==> config.mk <==
export PLATFORM = sky130hd
export DESIGN_NAME = cmp_share_arbiter
export DESIGN_NICKNAME = d
export VERILOG_FILES = /design/src/rtl/cmp_share_arbiter.sv
export SDC_FILE = /design/constraint.sdc
export NUM_CORES = 1
export LEC_CHECK = 0
export ABC_AREA = 1
export BUFFER_PORTS_ARGS = -buffer_cell sky130_fd_sc_hd__buf_2
export CAP_MARGIN = 20
export CORE_ASPECT_RATIO = 2
export CORE_MARGIN = 5
export CORE_UTILIZATION = 54
export CTS_BUF_LIST = sky130_fd_sc_hd__clkbuf_16
export DETAILED_ROUTE_END_ITERATION = 6
export PLACE_DENSITY = 0.88
export REMOVE_ABC_BUFFERS = 1
export SYNTH_ARGS = -nofsm -noshare
export SYNTH_HDL_FRONTEND = slang
export SYNTH_SLANG_ARGS = --single-unit
==> constraint.sdc <==
create_clock -name clock -period 3.7 [get_ports clock]
set_input_delay 0.555 -clock clock [delete_from_list [all_inputs] [get_ports clock]]
set_output_delay 0.555 -clock clock [all_outputs]
set_load 0.01 [all_outputs]
==> src/rtl/cmp_share_arbiter.sv <==
// rtl/cmp_share_arbiter.sv - two-requester round-robin front end for one shared inequality comparator
//
// Purpose:
//   Two requesters share a single WIDTH-bit "operands differ" comparator.
//   A round-robin grant picks one requester in IDLE and captures its operands.
//   EXEC evaluates the XOR/OR-reduce and registers the result.
//   RESP holds the result until the owning consumer accepts it.
//   cmp_count wraps and counts completed result handshakes.
//
// Ports:
//   clock      rising-edge clock
//   reset      synchronous, active-high reset
//   in_valid   [1:0] request valid, bit i = requester i
//   in_a0/in_b0, in_a1/in_b1  [WIDTH-1:0] operands of requester 0 / 1
//   in_ready   [1:0] request accept (one-hot or zero, IDLE only)
//   out_valid  [1:0] result valid for the owner (one-hot or zero)
//   out_ne     result, 1 = operands differ
//   out_ready  [1:0] consumer ready, only the owner's bit is observed
//   busy       state is not IDLE
//   cmp_count  [CNT_W-1:0] completed compares, wrapping
module cmp_share_arbiter #(
  parameter int WIDTH = 32,
  parameter int CNT_W = 16
) (
  input  logic             clock,
  input  logic             reset,
  input  logic [1:0]       in_valid,
  input  logic [WIDTH-1:0] in_a0,
  input  logic [WIDTH-1:0] in_b0,
  input  logic [WIDTH-1:0] in_a1,
  input  logic [WIDTH-1:0] in_b1,
  output logic [1:0]       in_ready,
  output logic [1:0]       out_valid,
  output logic             out_ne,
  input  logic [1:0]       out_ready,
  output logic             busy,
  output logic [CNT_W-1:0] cmp_count
);

  typedef enum logic [1:0] {
    IDLE = 2'd0,
    EXEC = 2'd1,
    RESP = 2'd2
  } state_t;

  state_t           state;
  logic             owner;
  logic             last;
  logic             grant;
  logic [WIDTH-1:0] op_a;
  logic [WIDTH-1:0] op_b;

  // On a tie the requester that did not finish last wins; otherwise the
  // single valid requester is chosen. With nothing valid, grant is unused.
  always_comb begin
    grant = 1'b0;
    if (in_valid == 2'b11) begin
      grant = ~last;
    end else begin
      grant = in_valid[1];
    end
  end

  // in_ready depends only on state, in_valid and last, so there is no
  // same-cycle path from out_ready.
  always_comb begin
    in_ready = 2'b00;
    if (state == IDLE) begin
      in_ready = {grant, ~grant} & in_valid;
    end
  end

  assign busy = (state != IDLE);

  always_ff @(posedge clock) begin
    if (reset) begin
      state     <= IDLE;
      out_valid <= 2'b00;
      out_ne    <= 1'b0;
      owner     <= 1'b0;
      last      <= 1'b1;
      cmp_count <= '0;
      op_a      <= '0;
      op_b      <= '0;
    end else begin
      case (state)
        IDLE: begin
          if (|in_ready) begin
            owner <= grant;
            op_a  <= grant ? in_a1 : in_a0;
            op_b  <= grant ? in_b1 : in_b0;
            state <= EXEC;
          end
        end
        EXEC: begin
          out_ne    <= |(op_a ^ op_b);
          out_valid <= {owner, ~owner};
          state     <= RESP;
        end
        RESP: begin
          // Only the owner's consumer can retire the result.
          if (out_ready[owner]) begin
            last      <= owner;
            cmp_count <= cmp_count + 1'b1;
            out_valid <= 2'b00;
            state     <= IDLE;
          end
        end
        default: begin
          state     <= IDLE;
          out_valid <= 2'b00;
        end
      endcase
    end
  end

endmodule

Word-level counts from Yosys, hierarchy flattened
Cells that the tools add are included.

Register bits: 87. Bits in latches: 0. RAM bits: 0. Bits in read-only memories: 0. Output and inout port bits: 22. Memories kept: 0.

Add/sub/neg operators: 1. Multiply operators: 0. Divide/modulo/power cells: 0. $lt $le $gt $ge: 1. Eq/ne operators: 5. Shift operators: 0. Multiplexer cells: 10. Bitwise operators: 6. Reduce and logical (&&, ||, !) cells: 8.

Operators with widths (number): 2-to-1 mux 32 bit (2); OR reduction 32 bit (1); bitwise XOR 32 bit (1); adder 16 x 1 -> 16 bit, second input constant (1); case mux 2 bit (3 select lines) (2); AND reduction 2 bit (4); 2-to-1 mux 2 bit (3); == test 2 bit, second input constant (2); inverter 1 bit (4); 2-to-1 mux 1 bit (3); bitwise AND 2 bit (1); == test 2 x 1 -> 1 bit, second input constant (1); zero test 2 bit (1); less-than comparator 1 x 2 -> 1 bit, second input constant (1); != test 2 x 1 -> 1 bit, second input constant (1); != test 2 bit, second input constant (1); nonzero test 2 bit (1); OR reduction 2 bit (1).

Depth between registers and ports, before layout
Gate-level depths: netlist of run 1.

Word-level depth: 8. Mapped depth: 9. Depth with buffers taken out: 9.

Worst setup path after synthesis of run 1
OpenSTA, ideal clock, no wires.

Kind: input -> output. Start: input port in_valid[0]. End: output port in_ready[0]. Data arrival time: 1.092 ns. Required time: 3.145 ns. Path slack: 2.053 ns. Stages: 5. Path buffers: 1. Cell sequence: nand2_1 nand2_1 inv_2 clkbuf_1 nor2_1.

Longest elaborated chain between the ends: 5.

RTL lines: start: declaration (line 27) `input logic [1:0] in_valid,`; == test 2 bit (line 57) `if (in_valid == 2'b11) begin`; 2-to-1 mux 1 bit (line 57); inverter 1 bit (line 69) `in_ready = {grant, ~grant} & in_valid;`; bitwise AND 2 bit (*) (line 69); 2-to-1 mux 2 bit (*) (line 68) `if (state == IDLE) begin`; end: declaration (line 32) `output logic [1:0] in_ready,`.

Mark *: on every way between the ends. The rest lies on a longest branch, timed or not.

Worst setup path after layout of run 1
Ends and elaborated chain as after synthesis.

==> flow_metrics.py, run 1 <==
metrics = {
    "timing": {
        "slew_headroom": 0.289,
        "rsz0062_at_grt": "no",
        "worst_pin_slew_ns": 1.06,
        "slew_violations": 0,
        "finalHoldViolations": 0,
        "fmax_mhz": 466,
        "period_minus_slack_ns": 2.15,
        "finClkSkew_ns": 0.00470,
        "finalSetupTns_ns": 0,
        "setup_viol": 0,
        "post-route-period-util": 0.580,
        "hold_slack_ns": 0.470,
    },
    "power": {
        "seq_power_share": 0.466,
        "p_int_mw": 1.67,
        "clkPwrFrac": 0.336,
        "p_switching_uw": 691,
        "irDropWorstVdd_mv": 0.320,
        "p_sw_frac": 0.293,
        "leakage_nw": 2.56,
        "total_power_mw": 2.36,
        "cellPowerDensity_nw_per_um2": 437,
        "p_comb_frac": 0.198,
    },
    "cts": {
        "clock_sinks": 87,
        "cts_max_level": 3,
        "cts_tree": "yes",
        "insertion_delay_ns": 0.33,
        "cts_resized": 0,
        "postCtsHoldBufs": 0,
        "post-cts-setup-buffer-count": 0,
        "clock_path_buffers": 2,
        "numCtsBuffers": 9,
        "clk_pin_slew_ns": 0.06,
        "clockRootBuffer": "clkbuf_16",
    },
    "routing": {
        "via_per_inst": 5.33,
        "drt_iter0_markers": 233,
        "routed_wl_mm": 12.0,
        "drtPass1Iterations": 5,
        "ant_nets": 0,
        "drc_errors": 0,
        "routedWlPerCell_um": 13.6,
        "vias": 4726,
    },
    "grt": {
        "grt_pass1_vias": 4470,
        "overflow": 0,
        "grt_util_all_layers": 0.237,
        "antenna_found_initial": 0,
        "grt_start_max_net_pins": 129,
        "grt_pass1_wl_mm": 19.0,
    },
    "worst_setup_path": {
        "timing_worst_setup_path_type": "in2out",
        "cp_max_fo": 65,
        "worstPathArrival_ns": 1.59,
        "cp.required_ns": 3.14,
        "end_kind": "output port",
        "start_kind": "input port",
    },
    "cells_and_area": {
        "synthToLayoutAreaGrowth_pct": 22.4,
        "fin_util": 0.680,
        "drive_gt1_frac": 0.244,
        "multiInputGateArea_um2": 2230,
        "fin_cells": 886,
        "nets": 920,
        "fill_cells": 689,
        "n_antenna_cell": 0,
        "regArea_um2": 1740,
    },
    "yosys": {
        "yosys_warnings": 0,
        "synth_area_um2": 4410,
        "synth_xor_area_frac": 0.0199,
        "syn_area_per_cell_um2": 6.76,
        "yosys.cell_types.count": 29,
        "synth-simple-area-share": 0.286,
        "synth_mux_area_frac": 0,
        "synthCells": 653,
        "synth-adder-area-share": 0.00284,
        "synth_top_family_by_area": "simple AND/OR/NAND/NOR gates",
        "synth_seq_cells": 87,
        "seq_area_frac_synth": 0.395,
        "synth_compound_area_frac": 0.195,
    },
    "place": {
        "port_buffers": 155,
        "dp_hpwl_mm": 8.72,
        "placed_cells": 869,
        "routabilityCongestion": 0.930,
    },
    "die": {
        "pin_count": 156,
        "die_width_um": 73.9,
        "core_um2": 7940,
        "die_area_um2": 10200,
        "fp-row-count": 46,
        "dieHeight_um": 138,
        "start_util": 0.555,
    },
    "outcome": {
        "status": "completed",
    },
    "min_path": {
        "min_path_type": "reg2reg",
    },
    "job": {
        "drv_cap": 0,
    },
}
==> per-stage QoR <==
| stage | setup slack [ns] | instance area [um2] |
|---|---|---|
| floorplan | -1.06 | 4200 |
| global placement | 1.55 | 5120 |
| detailed placement | 1.46 | 5120 |
| CTS | 1.53 | 5380 |
| global route | 1.44 | 5400 |
| finish | 1.55 | 5400 |
==> final timing paths <==
path / start / endpoint / slack [ns] / cells after the start
setup / recovery: in_valid[0] / in_ready[0] / 1.55 / 7
hold / removal: out_valid[0] / out_valid[0] / 0.47 / 2
setup reg to reg: state[0] / op_b[4] / 1.77 / 6
hold reg to reg: out_valid[0] / out_valid[0] / 0.47 / 2
==> cell type report <==
class,instances,area share
clock inverters,7,0.00649
clock buffers,9,0.0417
flip-flops and latches,87,0.323
multi-input cells,467,0.413
inverters,62,0.0433
well taps,96,0.0222
repair buffers,158,0.150
==> layer usage <==
metal	up-vias	GRT usage	wire length (um)
met3	33	0.0402	732
met1	2126	0.253	4440
met2	175	0.430	6520
met5	-	0	0
li1	2392	-	-
met4	0	0.119	330
==> cells in the mapped netlist <==
master    count  area, um2
nand3_1      10       50.1
buf_6         7       78.8
o21ai_0      58        290
nand4_2       1       12.5
xnor2_1       5       43.8
o211ai_1      1       7.51
nor2_1       45        169
a31oi_1      64        400
inv_2         2       7.51
nand4_1       2       12.5
nand4_4       1       21.3
o21ai_1      18       90.1
a21oi_1      14       70.1
dfxtp_1      87       1740
buf_2        15       75.1
nand2_4       2       22.5
buf_4         1       7.51
nor3_1        8       40.0
inv_1        59        221
or2_2         2       12.5
nand2_2       3       18.8
clkbuf_1     14       52.6
xor2_1        5       43.8
nand3_2       2       20.0
clkinv_2      1       5.00
ha_1          1       12.5
nand2_1     219        822
nor2_4        5       56.3
nor2_2        1       6.26
==> cells by family (layout without fill, tap and decap cells) <==
logic type,Yosys count,after routing
simple gates,301,301
compound gates,155,155
buf+inv,99,236
flops,87,87
xor+xnor,10,10
fa+ha+maj,1,1
==> power groups by stage <==
stage | clock network, mW | registers [mW] | logic (mW)
global placement | 0 | 1.11 | 0.443
finish | 0.794 | 1.10 | 0.467
CTS | 0.804 | 1.10 | 0.463
floorplan | 0 | 1.10 | 0.302
detailed placement | 0 | 1.12 | 0.460
global route | 0.848 | 1.11 | 0.532
==> flip-flops by register name, summed over array words and instances, names as in the netlist <==
signal and cells:
out_valid 2, op_a 32, out_ne 1, last 1, state 2, cmp_count 16, owner 1, op_b 32
==> cells in the final DEF (no fill, tap or decap), drive strengths merged <==
| master | instances |
|---|---|
| nand3 | 12 |
| dfxtp | 87 |
| buf | 158 |
| nor3 | 8 |
| o211ai | 1 |
| nor2 | 51 |
| clkbuf | 9 |
| a31oi | 64 |
| xor2 | 5 |
| a21oi | 14 |
| or2 | 2 |
| nand2 | 224 |
| clkinvlp | 2 |
| inv | 65 |
| xnor2 | 5 |
| nand4 | 4 |
| ha | 1 |
| clkinv | 2 |
| o21ai | 76 |
==> critical path: stages <==
cell     delay, ns
buf_2         0.11
nand2_1       0.07
nand2_2       0.06
inv_2         0.06
buf_4         0.50
nor2_1        0.07
buf_2         0.16
No activity file was read; power rests on OpenSTA's default activity.
==> run 2, diff against run 1 <==
Settings changed: CORE_UTILIZATION 54 to 50, PLACE_DENSITY 0.88 to 0.82.
Clock period 3.7 ns to 2.1 ns, I/O delays scaled along.
==> run 2 against run 1 <==
  * Final cell count grew 0.90%
  * Power up 88%
  * First-iteration DRC count decreased by 23%
  * Worst setup slack worse by 1.3 ns
  * Largest cell class unchanged
  * Highest routed layer unchanged
==> flow_metrics.py, run 2 (synthesized netlist as in run 1, its figures left out) <==
metrics = {
    "timing": {
        "period_minus_slack_ns": 1.88,
        "worst_pin_slew_ns": 0.629,
        "post-route-period-util": 0.894,
        "slew_headroom": 0.581,
        "finClkSkew_ns": 0.00512,
        "slew_violations": 0,
        "finalHoldViolations": 0,
        "setup_slack_ns": 0.223,
        "setup_viol": 0,
        "rsz0062_at_grt": "no",
        "fmax_mhz": 533,
    },
    "worst_setup_path": {
        "cp_max_fo": 65,
        "worstPathArrival_ns": 1.56,
        "cp_cell_sequence": "nand2_1, nand2_2, inv_2, buf_4, nor2_1, buf_2",
        "cp.required_ns": 1.78,
        "end_kind": "output port",
        "critPathSlowestCell": "buf_4",
        "timing_worst_setup_path_type": "reg2out",
        "max_stage_delay_ns": 0.50,
        "start_kind": "register",
    },
    "die": {
        "pin_count": 156,
        "die_width_um": 76.4,
        "die_area_um2": 10900,
        "start_util": 0.510,
        "core_um2": 8650,
        "fp-row-count": 48,
        "dieHeight_um": 143,
    },
    "cts": {
        "clock_sinks": 87,
        "cts_resized": 0,
        "cts_tree": "yes",
        "clockRootBuffer": "clkbuf_16",
        "clk_pin_slew_ns": 0.06,
        "postCtsHoldBufs": 0,
        "cts_max_level": 3,
        "clock_path_buffers": 2,
        "numCtsBuffers": 9,
        "insertion_delay_ns": 0.34,
        "post-cts-setup-buffer-count": 0,
    },
    "grt": {
        "overflow": 0,
        "grt_util_all_layers": 0.223,
        "grt_start_max_net_pins": 66,
        "grt_pass1_wl_mm": 20.0,
        "grt_pass1_vias": 4648,
        "antenna_found_initial": 0,
    },
    "routing": {
        "wl_met2_mm": 6.47,
        "via_per_inst": 5.24,
        "dr_wl_met3_um": 658,
        "drtPass1Iterations": 5,
        "ant_nets": 0,
        "topRoutingLayerUsed": "met4",
        "routed_wl_mm": 12.1,
        "drt_iter0_markers": 179,
        "routedWlPerCell_um": 13.5,
        "drc_errors": 0,
        "vias": 4681,
        "routedLengthMet1_mm": 4.39,
    },
    "place": {
        "routabilityCongestion": 0.824,
        "pre_cts_slack_ns": 0.410,
        "port_buffers": 155,
        "dp_hpwl_mm": 9.12,
        "placed_cells": 878,
    },
    "cells_and_area": {
        "drive_gt1_frac": 0.251,
        "fin_cells": 894,
        "n_antenna_cell": 0,
        "synthToLayoutAreaGrowth_pct": 24.6,
        "largestRegisters": "op_a (32), op_b (32), cmp_count (16)",
        "final_cell_mix": "nand2_1, buf_2, dfxtp_1",
        "nets": 924,
        "fill_cells": 816,
        "mostFrequentLayoutCell": "nand2_1",
    },
    "power": {
        "total_power_mw": 4.44,
        "irDropWorstVdd_mv": 0.497,
        "cellPowerDensity_nw_per_um2": 807,
        "leakage_nw": 2.60,
    },
    "min_path": {
        "min_path_type": "in2reg",
    },
    "job": {
        "drv_cap": 0,
    },
    "outcome": {
        "status": "completed",
    },
}
## run 2: cell count changes in the layout (fill, tap and decap cells not counted), sizes merged
| cell | delta |
|---|---|
| buf | +4 |
| clkinv | +2 |
| bufinv | +2 |
| inv | -4 |
## run 2: critical path, delay by kind of cell (launching register included)
| family | cells | cell delay [ns] |
|---|---|---|
| flops | 1 | 0.31 |
| simple gates | 3 | 0.20 |
| buf+inv | 3 | 0.72 |
## run 2: area by class of cell
type	instances	area, um2	area share
Multi-Input combinational cell	467	2230	0.406
Sequential cell	87	1740	0.317
Timing Repair Buffer	162	853	0.155
Inverter	62	234	0.0425
Clock buffer	9	225	0.0410
Tap cell	100	125	0.0228
Clock inverter	7	87.6	0.0159
## run 2: power by group
group	total, mW	internal (mW)	switching [mW]	leakage, nW
Sequential	1.94	1.82	0.116	0.718
Combinational	0.833	0.356	0.477	1.73
Clock	1.67	1.03	0.637	0.147
Total	4.44	3.21	1.23	2.60
## run 2: per-stage QoR
step	hold slack [ns]	TNS, ns	instance area [um2]	util
after floorplan	0.384	-155.36	4200	-
after global placement	0.453	0	5190	0.600
after detailed placement	0.457	0	5190	0.600
after CTS	0.228	0	5500	0.636
after global routing	0.232	0	5500	0.636
final	0.238	0	5500	0.636
## run 2: per-layer routing
metal | vias to the layer above | global-route usage
li1 | 2403 | -
met1 | 2065 | 0.232
met2 | 171 | 0.402
met3 | 42 | 0.0524
met4 | 0 | 0.128
met5 | - | 0
## run 2: final timing paths
kind	from	to	slack [ns]	depth (start not counted)
setup reg to reg	cmp_count[2]	cmp_count[15]	0.57	7
hold reg to reg	out_valid[1]	out_valid[1]	0.47	2
hold / removal	in_b0[16]	op_b[16]	0.24	3
setup / recovery	last	in_ready[0]	0.22	6
==> run 3, diff against run 2 <==
Settings changed: ABC_AREA 1 to default, CORE_UTILIZATION 50 to 51, CTS_BUF_LIST sky130_fd_sc_hd__clkbuf_16 to sky130_fd_sc_hd__clkbuf_8, PLACE_DENSITY 0.82 to 0.85.
==> run 3 against run 2 <==
  * Power fell by 13%
  * First-iteration DRC count fell by 7.3%
  * Synthesized cell count fell by 32%
  * Count of clock-buffer cells in the layout rose by 1
  * Core utilization rose by 1.5 points
  * Die area fell by 7.3%
  * Worst hold slack improved by 0.016 ns
  * Sequential share of layout area rose by 2.0 points
  * Via count fell by 23%
  * Critical path type unchanged
  * Critical endpoint unchanged
  * Largest power group unchanged
==> flow_metrics.py, run 3 <==
metrics = {
    "outcome": {
        "status": "completed",
    },
    "routing": {
        "dr_wl_met3_um": 570,
        "ant_nets": 0,
        "topRoutingLayerUsed": "met4",
        "routedLengthMet1_mm": 3.50,
        "routedWlPerCell_um": 14.3,
        "via_per_inst": 5.25,
        "drc_errors": 0,
        "wl_met2_mm": 5.44,
        "routed_wl_mm": 9.76,
        "drtPass1Iterations": 4,
        "drt_iter0_markers": 166,
        "vias": 3590,
    },
    "timing": {
        "finalHoldViolations": 0,
        "setup_slack_ns": 0.315,
        "post-route-period-util": 0.850,
        "finClkSkew_ns": 0.00930,
        "period_minus_slack_ns": 1.78,
        "worst_pin_slew_ns": 0.450,
        "setup_viol": 0,
        "slew_violations": 0,
        "slew_headroom": 0.698,
        "fmax_mhz": 560,
        "finalSetupTns_ns": 0,
        "rsz0062_at_grt": "no",
    },
    "worst_setup_path": {
        "end_kind": "output port",
        "r2r_start": "state[0]",
        "start_kind": "register",
        "cp_max_fo": 57,
        "cp.required_ns": 1.78,
        "worstPathArrival_ns": 1.47,
        "timing_worst_setup_path_type": "reg2out",
        "reg2reg_to": "cmp_count[13]",
        "r2r_slack_ns": 0.43,
        "reg2reg_depth": 5,
    },
    "power": {
        "p_int_mw": 2.79,
        "clkPwrFrac": 0.278,
        "p_sw_frac": 0.279,
        "seq_power_share": 0.503,
        "p_switching_mw": 1.08,
        "irDropWorstVdd_mv": 0.434,
        "leakage_nw": 2.40,
        "p_comb_frac": 0.219,
        "cellPowerDensity_nw_per_um2": 747,
        "total_power_mw": 3.86,
    },
    "place": {
        "pre_cts_slack_ns": 0.446,
        "dp_hpwl_mm": 7.52,
        "routabilityCongestion": 0.840,
        "place_area_um2": 4990,
        "port_buffers": 155,
    },
    "die": {
        "core_um2": 7940,
        "fp-row-count": 46,
        "start_util": 0.521,
        "die_width_um": 73.7,
        "die_area_um2": 10100,
        "pin_count": 156,
        "dieHeight_um": 137,
    },
    "cts": {
        "post-cts-setup-buffer-count": 0,
        "clock_path_buffers": 2,
        "clk_pin_slew_ns": 0.08,
        "cts_max_level": 3,
        "cts_resized": 0,
        "postCtsHoldBufs": 0,
        "clockRootBuffer": "clkbuf_8",
        "insertion_delay_ns": 0.35,
        "cts_tree": "yes",
        "clock_sinks": 87,
        "numCtsBuffers": 9,
    },
    "yosys": {
        "synthArstFlopShare": 0,
        "synth_top_area_frac": 0.421,
        "yosysMostFrequentCell": "nor2_1",
        "synth_top_area_cell": "dfxtp_1",
        "synthCells": 445,
        "synth.area.top_cells": "dfxtp_1, mux2i_1, a211oi_1, xor2_1, nor2_1",
        "seq_area_frac_synth": 0.421,
        "synth_area_um2": 4140,
        "synth_ff_type": "dfxtp_1",
        "syn_area_per_cell_um2": 9.30,
        "yosys.cell_types.count": 28,
        "synth_seq_cells": 87,
        "synth_common_cells": "nor2_1, dfxtp_1, mux2i_1",
        "synth_edf_count": 0,
        "yosys_warnings": 0,
    },
    "grt": {
        "grt_pass1_vias": 3534,
        "grt_pass1_wl_mm": 15.2,
        "grt_start_max_net_pins": 97,
        "grt_util_all_layers": 0.192,
        "overflow": 0,
        "antenna_found_initial": 0,
    },
    "cells_and_area": {
        "drive_gt1_frac": 0.301,
        "synthToLayoutAreaGrowth_pct": 24.9,
        "fill_cells": 667,
        "multiInputGateArea_um2": 2260,
        "largestRegisters": "op_a (32), op_b (32), cmp_count (16)",
        "regArea_um2": 1740,
        "n_antenna_cell": 0,
        "mostFrequentLayoutCell": "buf_2",
        "final_cell_mix": "buf_2, nor2_1, dfxtp_1",
        "nets": 720,
        "fin_area_um2": 5170,
        "fin_util": 0.651,
    },
    "min_path": {
        "min_path_type": "in2reg",
        "worstHoldPathCells": 3,
        "min-delay-start": "out_ready[1]",
        "whs_endpoint": "last",
    },
    "job": {
        "drv_cap": 0,
    },
}
run 3: logic make-up after synthesis:
family	Yosys count	share of synthesized area
AO/OA/AOI/OAI	74	0.129
XOR/XNOR	47	0.0995
adder cells (fa/ha/maj)	1	0.00302
buffers and inverters	35	0.0378
flip-flops	87	0.421
multiplexers	67	0.162
AND/OR/NAND/NOR	134	0.147
run 3: worst max-delay path, cell delays in order, from the launching register on:
cell      delay (ns)
dfxtp_1         0.36
a21boi_4        0.18
buf_12          0.33
nor2_1          0.09
buf_2           0.15
run 3: through the flow:
step / hold slack [ns] / std cells
CTS: 0.244 / 684
floorplan: 0.384 / 413
detailed placement: 0.503 / 670
finish: 0.254 / 684
global route: 0.261 / 684
global placement: 0.495 / 670
run 3: worst max path at each step:
| stage | from | to | slack [ns] | cells past startpoint |
|---|---|---|---|---|
| global placement | cmp_count[0] | cmp_count[8] | 0.50 | 6 |
| floorplan | in_valid[1] | op_a[0] | -3.48 | 3 |
| finish | last | in_ready[0] | 0.32 | 4 |
| CTS | last | in_ready[0] | 0.28 | 4 |
| global route | last | in_ready[0] | 0.21 | 4 |
| detailed placement | state[0] | cmp_count[13] | 0.45 | 5 |
run 3: per-layer routing:
metal,track usage,up-vias
li1,-,1857
met1,0.200,1595
met2,0.353,114
met3,0.0446,24
met4,0.0827,0
met5,0,-
run 3: cell type report:
type | instances | share of cell area
flip-flops and latches | 87 | 0.337
well taps | 96 | 0.0232
inverters | 3 | 0.00218
repair buffers | 161 | 0.166
clock buffers | 10 | 0.0266
clock inverters | 4 | 0.00799
multi-input cells | 323 | 0.437
run 3: power by group through the flow:
| stage | clock (mW) | sequential (mW) | combinational (mW) |
|---|---|---|---|
| after floorplan | 0 | 1.96 | 0.628 |
| after global placement | 0 | 1.97 | 0.817 |
| after detailed placement | 0 | 1.98 | 0.851 |
| after CTS | 1.10 | 1.94 | 0.854 |
| after global routing | 1.18 | 1.96 | 0.951 |
| final | 1.08 | 1.94 | 0.844 |
